===== src/rtl/rv32i_pkg.sv =====
// Shared package: default payload width and the skid buffer occupancy states.
package rv32i_pkg;

    localparam int unsigned DATA_WIDTH = 32;

    typedef enum logic [1:0] {
        StEmpty = 2'd0,
        StBusy  = 2'd1,
        StFull  = 2'd2
    } skid_state_e;

endpackage


===== src/rtl/skid_word_reg.sv =====
// One storage word of the skid buffer: enable-gated register, async active-high reset to 0.
module skid_word_reg #(
    parameter int unsigned WIDTH = 32
) (
    input  logic             i_clk,
    input  logic             i_rst,
    input  logic             i_en,
    input  logic [WIDTH-1:0] i_d,
    output logic [WIDTH-1:0] o_q
);

    logic [WIDTH-1:0] r_q;

    always_ff @(posedge i_clk or posedge i_rst) begin
        if (i_rst) begin
            r_q <= '0;
        end else if (i_en) begin
            r_q <= i_d;
        end
    end

    assign o_q = r_q;

endmodule


===== src/rtl/reg_skid_buffer.sv =====
// Two-entry registered skid buffer: main word feeds m_data, skid word catches the word
// accepted in the cycle downstream stalls, so both handshake outputs come straight from flops.
module reg_skid_buffer
    import rv32i_pkg::*;
#(
    parameter int unsigned WIDTH = DATA_WIDTH
) (
    input  logic             clk,
    input  logic             rst,
    input  logic [WIDTH-1:0] s_data,
    input  logic             s_valid,
    output logic             s_ready,
    output logic [WIDTH-1:0] m_data,
    output logic             m_valid,
    input  logic             m_ready
);

    skid_state_e      r_state;
    skid_state_e      w_state_d;
    logic             r_s_ready;
    logic             r_m_valid;
    logic             w_main_en;
    logic             w_skid_en;
    logic [WIDTH-1:0] w_main_d;
    logic [WIDTH-1:0] w_main_q;
    logic [WIDTH-1:0] w_skid_q;

    always_comb begin
        w_state_d = r_state;
        w_main_en = 1'b0;
        w_skid_en = 1'b0;
        w_main_d  = s_data;
        unique case (r_state)
            StEmpty: begin
                if (s_valid) begin
                    w_main_en = 1'b1;
                    w_state_d = StBusy;
                end
            end
            StBusy: begin
                if (s_valid) begin
                    if (m_ready) begin
                        w_main_en = 1'b1;
                    end else begin
                        // Downstream stalled: park the new word, keep main stable.
                        w_skid_en = 1'b1;
                        w_state_d = StFull;
                    end
                end else if (m_ready) begin
                    w_state_d = StEmpty;
                end
            end
            StFull: begin
                if (m_ready) begin
                    w_main_en = 1'b1;
                    w_main_d  = w_skid_q;
                    w_state_d = StBusy;
                end
            end
            default: begin
                w_state_d = StEmpty;
            end
        endcase
    end

    // Handshake outputs are registered from the next state, never decoded from inputs.
    always_ff @(posedge clk or posedge rst) begin
        if (rst) begin
            r_state   <= StEmpty;
            r_s_ready <= 1'b1;
            r_m_valid <= 1'b0;
        end else begin
            r_state   <= w_state_d;
            r_s_ready <= (w_state_d != StFull);
            r_m_valid <= (w_state_d != StEmpty);
        end
    end

    skid_word_reg #(
        .WIDTH (WIDTH)
    ) u_main (
        .i_clk (clk),
        .i_rst (rst),
        .i_en  (w_main_en),
        .i_d   (w_main_d),
        .o_q   (w_main_q)
    );

    skid_word_reg #(
        .WIDTH (WIDTH)
    ) u_skid (
        .i_clk (clk),
        .i_rst (rst),
        .i_en  (w_skid_en),
        .i_d   (s_data),
        .o_q   (w_skid_q)
    );

    assign s_ready = r_s_ready;
    assign m_valid = r_m_valid;
    assign m_data  = w_main_q;

endmodule


===== config.mk =====
export PLATFORM = sky130hd
export DESIGN_NAME = reg_skid_buffer
export DESIGN_NICKNAME = d
export VERILOG_FILES = /design/src/rtl/rv32i_pkg.sv /design/src/rtl/skid_word_reg.sv /design/src/rtl/reg_skid_buffer.sv
export SDC_FILE = /design/constraint.sdc
export NUM_CORES = 1
export LEC_CHECK = 0
export ABC_AREA = 1
export CAP_MARGIN = 10
export CORE_ASPECT_RATIO = 0.7
export CORE_MARGIN = 3
export CORE_UTILIZATION = 45
export DETAILED_ROUTE_END_ITERATION = 6
export GPL_ROUTABILITY_DRIVEN = 0
export GPL_TIMING_DRIVEN = 0
export PLACE_DENSITY = 0.83
export SKIP_LAST_GASP = 1
export SLEW_MARGIN = 5
export SYNTH_ARGS = -nofsm -noshare
export SYNTH_HDL_FRONTEND = slang
export SYNTH_SLANG_ARGS = --single-unit

===== constraint.sdc =====
create_clock -name clk -period 2.17 [get_ports clk]
set_clock_uncertainty 0.1 [all_clocks]
set_input_delay 0.3255 -clock clk [delete_from_list [all_inputs] [get_ports clk]]
set_output_delay 0.3255 -clock clk [all_outputs]
set_load 0.01 [all_outputs]

==> results.md, run 1 <==
* Total routed wirelength at 8272 um
* Synth cell count leaders: nand2_1 (99), nand3_1 (96), dfrtp_1 (67), inv_1 (64), o21ai_0 (30)
* Root Buffer: clkbuf_8
* Critical path class: flip-flop to output pin
* Top_reg_cell synth: dfrtp_1
* Clock Sinks at 68
* Die Area at 8090 um^2
* First-pass GRT wire length at 14,190 um
* Wire length per cell at 14.49 um
* First DRT Iteration DRCs at 222
* Ant diodes at 0
* Ratio of final minimum period to clock period at 85.27%
* Worst-Margin Slew at 840.4 ps
* Row cnt at 24
* Worst setup margin at 319.7 ps
* CTS Buffer Depth at 2
* TritonCTS clock tree: yes
* Sequential area share after synthesis at 53.82%
* Final setup violating endpoints at 0
* Synth Instances at 396
* CP delay by family, top: flip-flops
* Crit path DAT at 1420 ps
* Layout Nets at 511
* Clock Latency Late Sink at 350 ps
* CP max FO at 1
* Core area at 6516 um^2
* Pins Over Slew Limit at 0
* Synth area leader: dfrtp_1
* RSZ-0062 raised after global routing: false
* Die height at 76.16 um
* Layout area overhead at 33.06%
* Maximum level of the CTS H-tree at 3
* Slew headroom at 43.98%
* Crit path buf inv count at 1
* Critical path's slowest cell: dfstp_2
* Synthesized area per cell at 7.991 um^2
* Worst Setup End Kind: output pin
* Hold-fix buffers, CTS at 0
* Leak at 2.158 nW
* Final min period at 1850 ps
* Synthesized Nets at 432
* Total iterations of the first detailed-routing run at 5
* Grt total ovfl at 0
* Unique masters post-synth at 18
* Num ports at 70
* Initial antenna violation count at 0
* Cell area power density at 1029 nW/um^2
* Max VDD drop at 0.5273 mV
* Final ANT Viol Nets at 0
* Final hold vios at 0
* Final non-filler cell area at 4210 um^2
* CP startpoint kind: flip-flop
* Slowest cell delay on critical path at 550 ps
* Worst Path Required at 1740 ps
* Setup Fix Bufs, Post-CTS at 0
* Top-area cell type share of the netlist area at 52.99%
* Drt via density at 5.124
* Initial Utilization at 48.56%
* Total GRT Usage at 21.96%
* Largest net degree at the start of global routing at 69
* I/O Buffers at 68
* Post-synth design cell area at 3164 um^2
* Total number of vias at 2,926
* Status: complete, no violations
* Max-Cap Viols at 0
* Register bit total from synthesis at 68
* Hpwl dp at 5591 um
* Num CTS Buffers at 9
* Place WS at 186.4 ps
* PostCTS Resize Cnt at 0
* Worst-path cell chain: clkdlybuf4s50_1
* Die Span X at 106.2 um
* Number of flops mapped to enable cells by yosys at 0
* DRC viols at 0
* F_max at 540.5 MHz
* Hold crit path type: input port to flip-flop
* Share of cells above drive strength 1 at 9.167%
* Synth warn at 0
* Ys async rst share at 100.0%
* Dominant cells by area after synthesis: dfrtp_1 (53%), nand3_1 (15%), nand2_1 (12%)
* DP Area at 3961 um^2
* Most frequent cell after synthesis: nand2_1
* Vias in the first global route at 2,911
* Clock-pin slew on the worst setup and hold paths at 70 ps
==> cells by family (layout without fill, tap and decap cells) <==
logic type,count (synthesis),after routing,share of synthesized area (%)
flops,68,68,53.82
compound gates,30,30,4.745
simple gates,207,207,29.46
buf+inv,91,175,11.98
==> per-layer routing <==
| layer | up-vias | track usage, % | share of wire [%] |
|---|---|---|---|
| met5 | - | 0 | 0 |
| met4 | 0 | 4.916 | 1.5 |
| met3 | 19 | 6.435 | 8.2 |
| met2 | 136 | 32.87 | 45 |
| met1 | 1365 | 31.66 | 45 |
| li1 | 1406 | - | - |
==> registers in the layout, indices dropped and copies added, names as in the netlist <==
signal and flops:
m_valid 1, u_skid.o_q 32, s_ready 1, u_main.o_q 32, r_state 2
==> final timing paths <==
kind | start | slack (ps) | end | depth (start not counted)
setup / recovery | s_ready$_DFF_PP1_ | 320 | s_ready | 1
min in group asynchronous | rst | 400 | u_main.o_q[8]$_DFFE_PP0P_ | 2
hold reg to reg | u_skid.o_q[0]$_DFFE_PP0P_ | 380 | u_skid.o_q[0]$_DFFE_PP0P_ | 2
setup reg to reg | r_state[1]$_DFF_PP0_ | 600 | u_main.o_q[13]$_DFFE_PP0P_ | 5
max in group asynchronous | rst | 1020 | u_skid.o_q[13]$_DFFE_PP0P_ | 2
hold / removal | m_ready | 250 | u_skid.o_q[2]$_DFFE_PP0P_ | 4
==> through the flow <==
step | cells | utilization (%) | hold slack, ps | TNS (ps) | total power, W
2_1_floorplan | 396 | - | 342.2 | 0 | 0.002453
4_1_cts | 571 | 64.61 | 241.2 | 0 | 0.004354
5_1_grt | 571 | 64.61 | 279.3 | 0 | 0.004602
3_5_place_dp | 555 | 60.79 | 364.0 | 0 | 0.003041
6_report | 571 | 64.61 | 250.3 | 0 | 0.004332
3_3_place_gp | 555 | 60.75 | 358.1 | -75990 | 0.002977
==> cell type report <==
type | count | area [um^2]
Buffer | 25 | 131.4
Clock buffer | 10 | 137.6
Clock inverter | 6 | 111.4
Fill cell | 541 | 2306
Inverter | 66 | 250.2
Multi-Input combinational cell | 237 | 1082
Sequential cell | 68 | 1703
Tap cell | 91 | 113.9
Timing Repair Buffer | 68 | 680.7
==> where the power goes <==
part / switching (W) / total, W / internal [W]
Combinational: 0.000599 / 0.00117 / 0.000575
Sequential: 0.000214 / 0.00185 / 0.00164
Clock: 0.000509 / 0.00130 / 0.000794
Total: 0.00132 / 0.00433 / 0.00301
==> placed cells by master, fill, tap and decap left out <==
master / count
nand3_1: 96
o21ai_0: 30
buf_4: 4
nand3_2: 1
buf_2: 12
buf_6: 1
clkinv_4: 1
inv_1: 63
nand4_1: 3
nor2_4: 1
clkdlybuf4s50_1: 68
clkinv_2: 1
nand2_2: 3
dfrtp_1: 67
inv_4: 1
nor2_2: 2
clkbuf_8: 10
nor3_1: 1
nor2_1: 1
bufinv_16: 3
clkbuf_1: 8
nand2_1: 99
dfstp_2: 1
clkinvlp_4: 1
inv_2: 2
Power figures use the tool's default switching activity.
==> run 2, diff against run 1 <==
--- a/config.mk
+++ b/config.mk
@@ -14,6 +14,7 @@
 export GPL_ROUTABILITY_DRIVEN = 0
 export GPL_TIMING_DRIVEN = 0
 export PLACE_DENSITY = 0.83
+export REMOVE_ABC_BUFFERS = 1
 export SKIP_LAST_GASP = 1
 export SLEW_MARGIN = 5
 export SYNTH_ARGS = -nofsm -noshare
==> run 2 against run 1 <==
Compared with the run above:
- die area unchanged
- combinational power decreased by 4%
- sequential share of layout area up 1.2 points
- cell count shrank 4.0%
- largest cell class unchanged
- highest routed layer unchanged
- final area shrank 2.9%
- critical endpoint is now u_main.o_q[26]$_DFFE_PP0P_
- total power fell by 4.7%
- setup slack worse by 110 ps
==> results.md, run 2 (synthesized netlist as in run 1, its figures left out) <==
* Hold crit path type: input port to asynchronous set/reset pin
* Max VDD drop at 0.4261 mV
* Initial Utilization at 48.56%
* Ratio of final minimum period to clock period at 90.52%
* Layout Cells excl Fill at 548
* Core area at 6516 um^2
* Reg2Reg Depth at 5
* Status: complete, no violations
* Max-Cap Viols at 0
* Clock power frac at 27.9%
* First-pass GRT wire length at 13,280 um
* Leading cell type in the layout, fill and taps excluded: nand2_1
* Total iterations of the first detailed-routing run at 5
* Ant diodes at 0
* Hold-fix buffers, CTS at 0
* Slowest cell delay on critical path at 550 ps
* Total number of vias at 2,804
* Flop-to-flop setup slack at 320 ps
* Switch Pwr at 0.001268 W
* DP Area at 3840 um^2
* Share of cells above drive strength 1 at 6.127%
* Clock-pin slew on the worst setup and hold paths at 80 ps
* Total GRT Usage at 20.24%
* Layout area overhead at 29.22%
* Largest net degree at the start of global routing at 69
* Leak at 2.091 nW
* Die Area at 8090 um^2
* CP max FO at 34
* Final ANT Viol Nets at 0
* Critical path's slowest cell: buf_2
* Worst R2R Start: r_state[0]$_DFF_PP0_
* Crit path DAT at 2150 ps
* Layout Nets at 488
* Final core occ at 62.75%
* Worst Setup End Kind: flip-flop
* F_max at 509.1 MHz
* Gate power share at 27.2%
* Die Span X at 106.2 um
* Vias in the first global route at 2,850
* Drt via density at 5.117
* Switching share of total power at 30.71%
* Reg2Reg Capture Point: m_valid$_DFF_PP0_
* Worst Path Required at 2350 ps
* Clock Sinks at 68
* Cell-internal power at 0.002861 W
* RSZ-0062 raised after global routing: false
* TritonCTS clock tree: yes
* Slew headroom at 44.33%
* Final non-filler cell area at 4089 um^2
* DRC viols at 0
* Total routed wirelength at 7580 um
* Die height at 76.16 um
* Worst-Margin Slew at 835.1 ps
* Final setup violating endpoints at 0
* Initial antenna violation count at 0
* Setup Fix Bufs, Post-CTS at 0
* Placed Cells at 531
* Wire length per cell at 13.83 um
* Sequential share of power at 44.9%
* Hpwl dp at 4543 um
* Num CTS Buffers at 9
* Final min period at 1964 ps
* Worst-path cell chain: buf_2, nand3_4, nand2_4, nand3_1, nand2_1
* Final hold vios at 0
* Grt total ovfl at 0
* First DRT Iteration DRCs at 163
* Pins Over Slew Limit at 0
* Critical path class: input port to flip-flop
* Num ports at 70
* Row cnt at 24
* Root Buffer: clkbuf_8
* Hold slack at 379.1 ps
* CTS Buffer Depth at 2
* Cell area power density at 1010 nW/um^2
* Clock Latency Late Sink at 350 ps
* Setup TNS at 0 ps
* Maximum level of the CTS H-tree at 3
* Commonest cells after routing, fill and taps aside: nand2_1 (99), nand3_1 (96), clkdlybuf4s50_1 (68)
* I/O Buffers at 69
* CP startpoint kind: input port
==> run 2: cell types whose count changed in the layout (fill, tap and decap cells not counted), moves of 2 or more <==
cell	before	now
nand2_4	0	3
buf_2	12	1
clkbuf_1	8	1
clkinv_2	1	3
buf_4	4	0
nand2_2	3	0
==> run 2: final cells by class <==
class                      instances  area [um^2]
fill                             588         2427
sequential                        68         1703
multi-input combinational        238         1120
timing repair buffer              69        685.7
inverter                          66        250.2
clock buffer                      11        141.4
tap                               91        113.9
clock inverter                     5        75.07
==> run 2: what timing repair did <==
action                     4_1_cts  5_1_grt
setup endpoints to repair       68       31
resized for setup                8        2
cloned                           1        0
pin swaps                        1        0
==> run 2: stage by stage <==
stage / worst slack (ps) / total power (W)
after floorplan: 34.65 / 0.002408
after global placement: -2151 / 0.002931
after detailed placement: -2198 / 0.002989
after CTS: 50.78 / 0.004155
after global routing: 17.27 / 0.004395
final: 205.8 / 0.004129
==> run 2: how the worst max path moves through the flow <==
stage	startpoint	to	slack, ps	depth (start not counted)
floorplan	rst	m_valid$_DFF_PP0_	30	1
global placement	m_ready	u_main.o_q[10]$_DFFE_PP0P_	-2150	5
detailed placement	m_ready	u_main.o_q[26]$_DFFE_PP0P_	-2200	5
CTS	m_ready	u_main.o_q[27]$_DFFE_PP0P_	50	5
global route	m_ready	u_main.o_q[5]$_DFFE_PP0P_	20	5
finish	m_ready	u_main.o_q[26]$_DFFE_PP0P_	210	5
==> run 2: power groups by stage <==
| stage | clock network [W] | registers (W) | logic, W |
|---|---|---|---|
| after floorplan | 0 | 0.00191 | 0.000501 |
| after global placement | 0 | 0.00185 | 0.00108 |
| after detailed placement | 0 | 0.00187 | 0.00112 |
| after CTS | 0.00117 | 0.00185 | 0.00114 |
| after global routing | 0.00121 | 0.00190 | 0.00128 |
| final | 0.00115 | 0.00185 | 0.00112 |
==> run 2: routing by layer <==
metal / share of wire (%) / vias to the layer above / track usage [%]
met3: 7.8 / 10 / 6.012
met2: 46 / 111 / 31.80
met5: 0 / - / 0
li1: - / 1355 / -
met4: 1.0 / 0 / 5.951
met1: 46 / 1328 / 27.22
==> run 2: worst max-delay path, delay by kind of cell <==
kind,cells,cell delay [ps]
buffers and inverters,1,550
AND/OR/NAND/NOR,4,1260
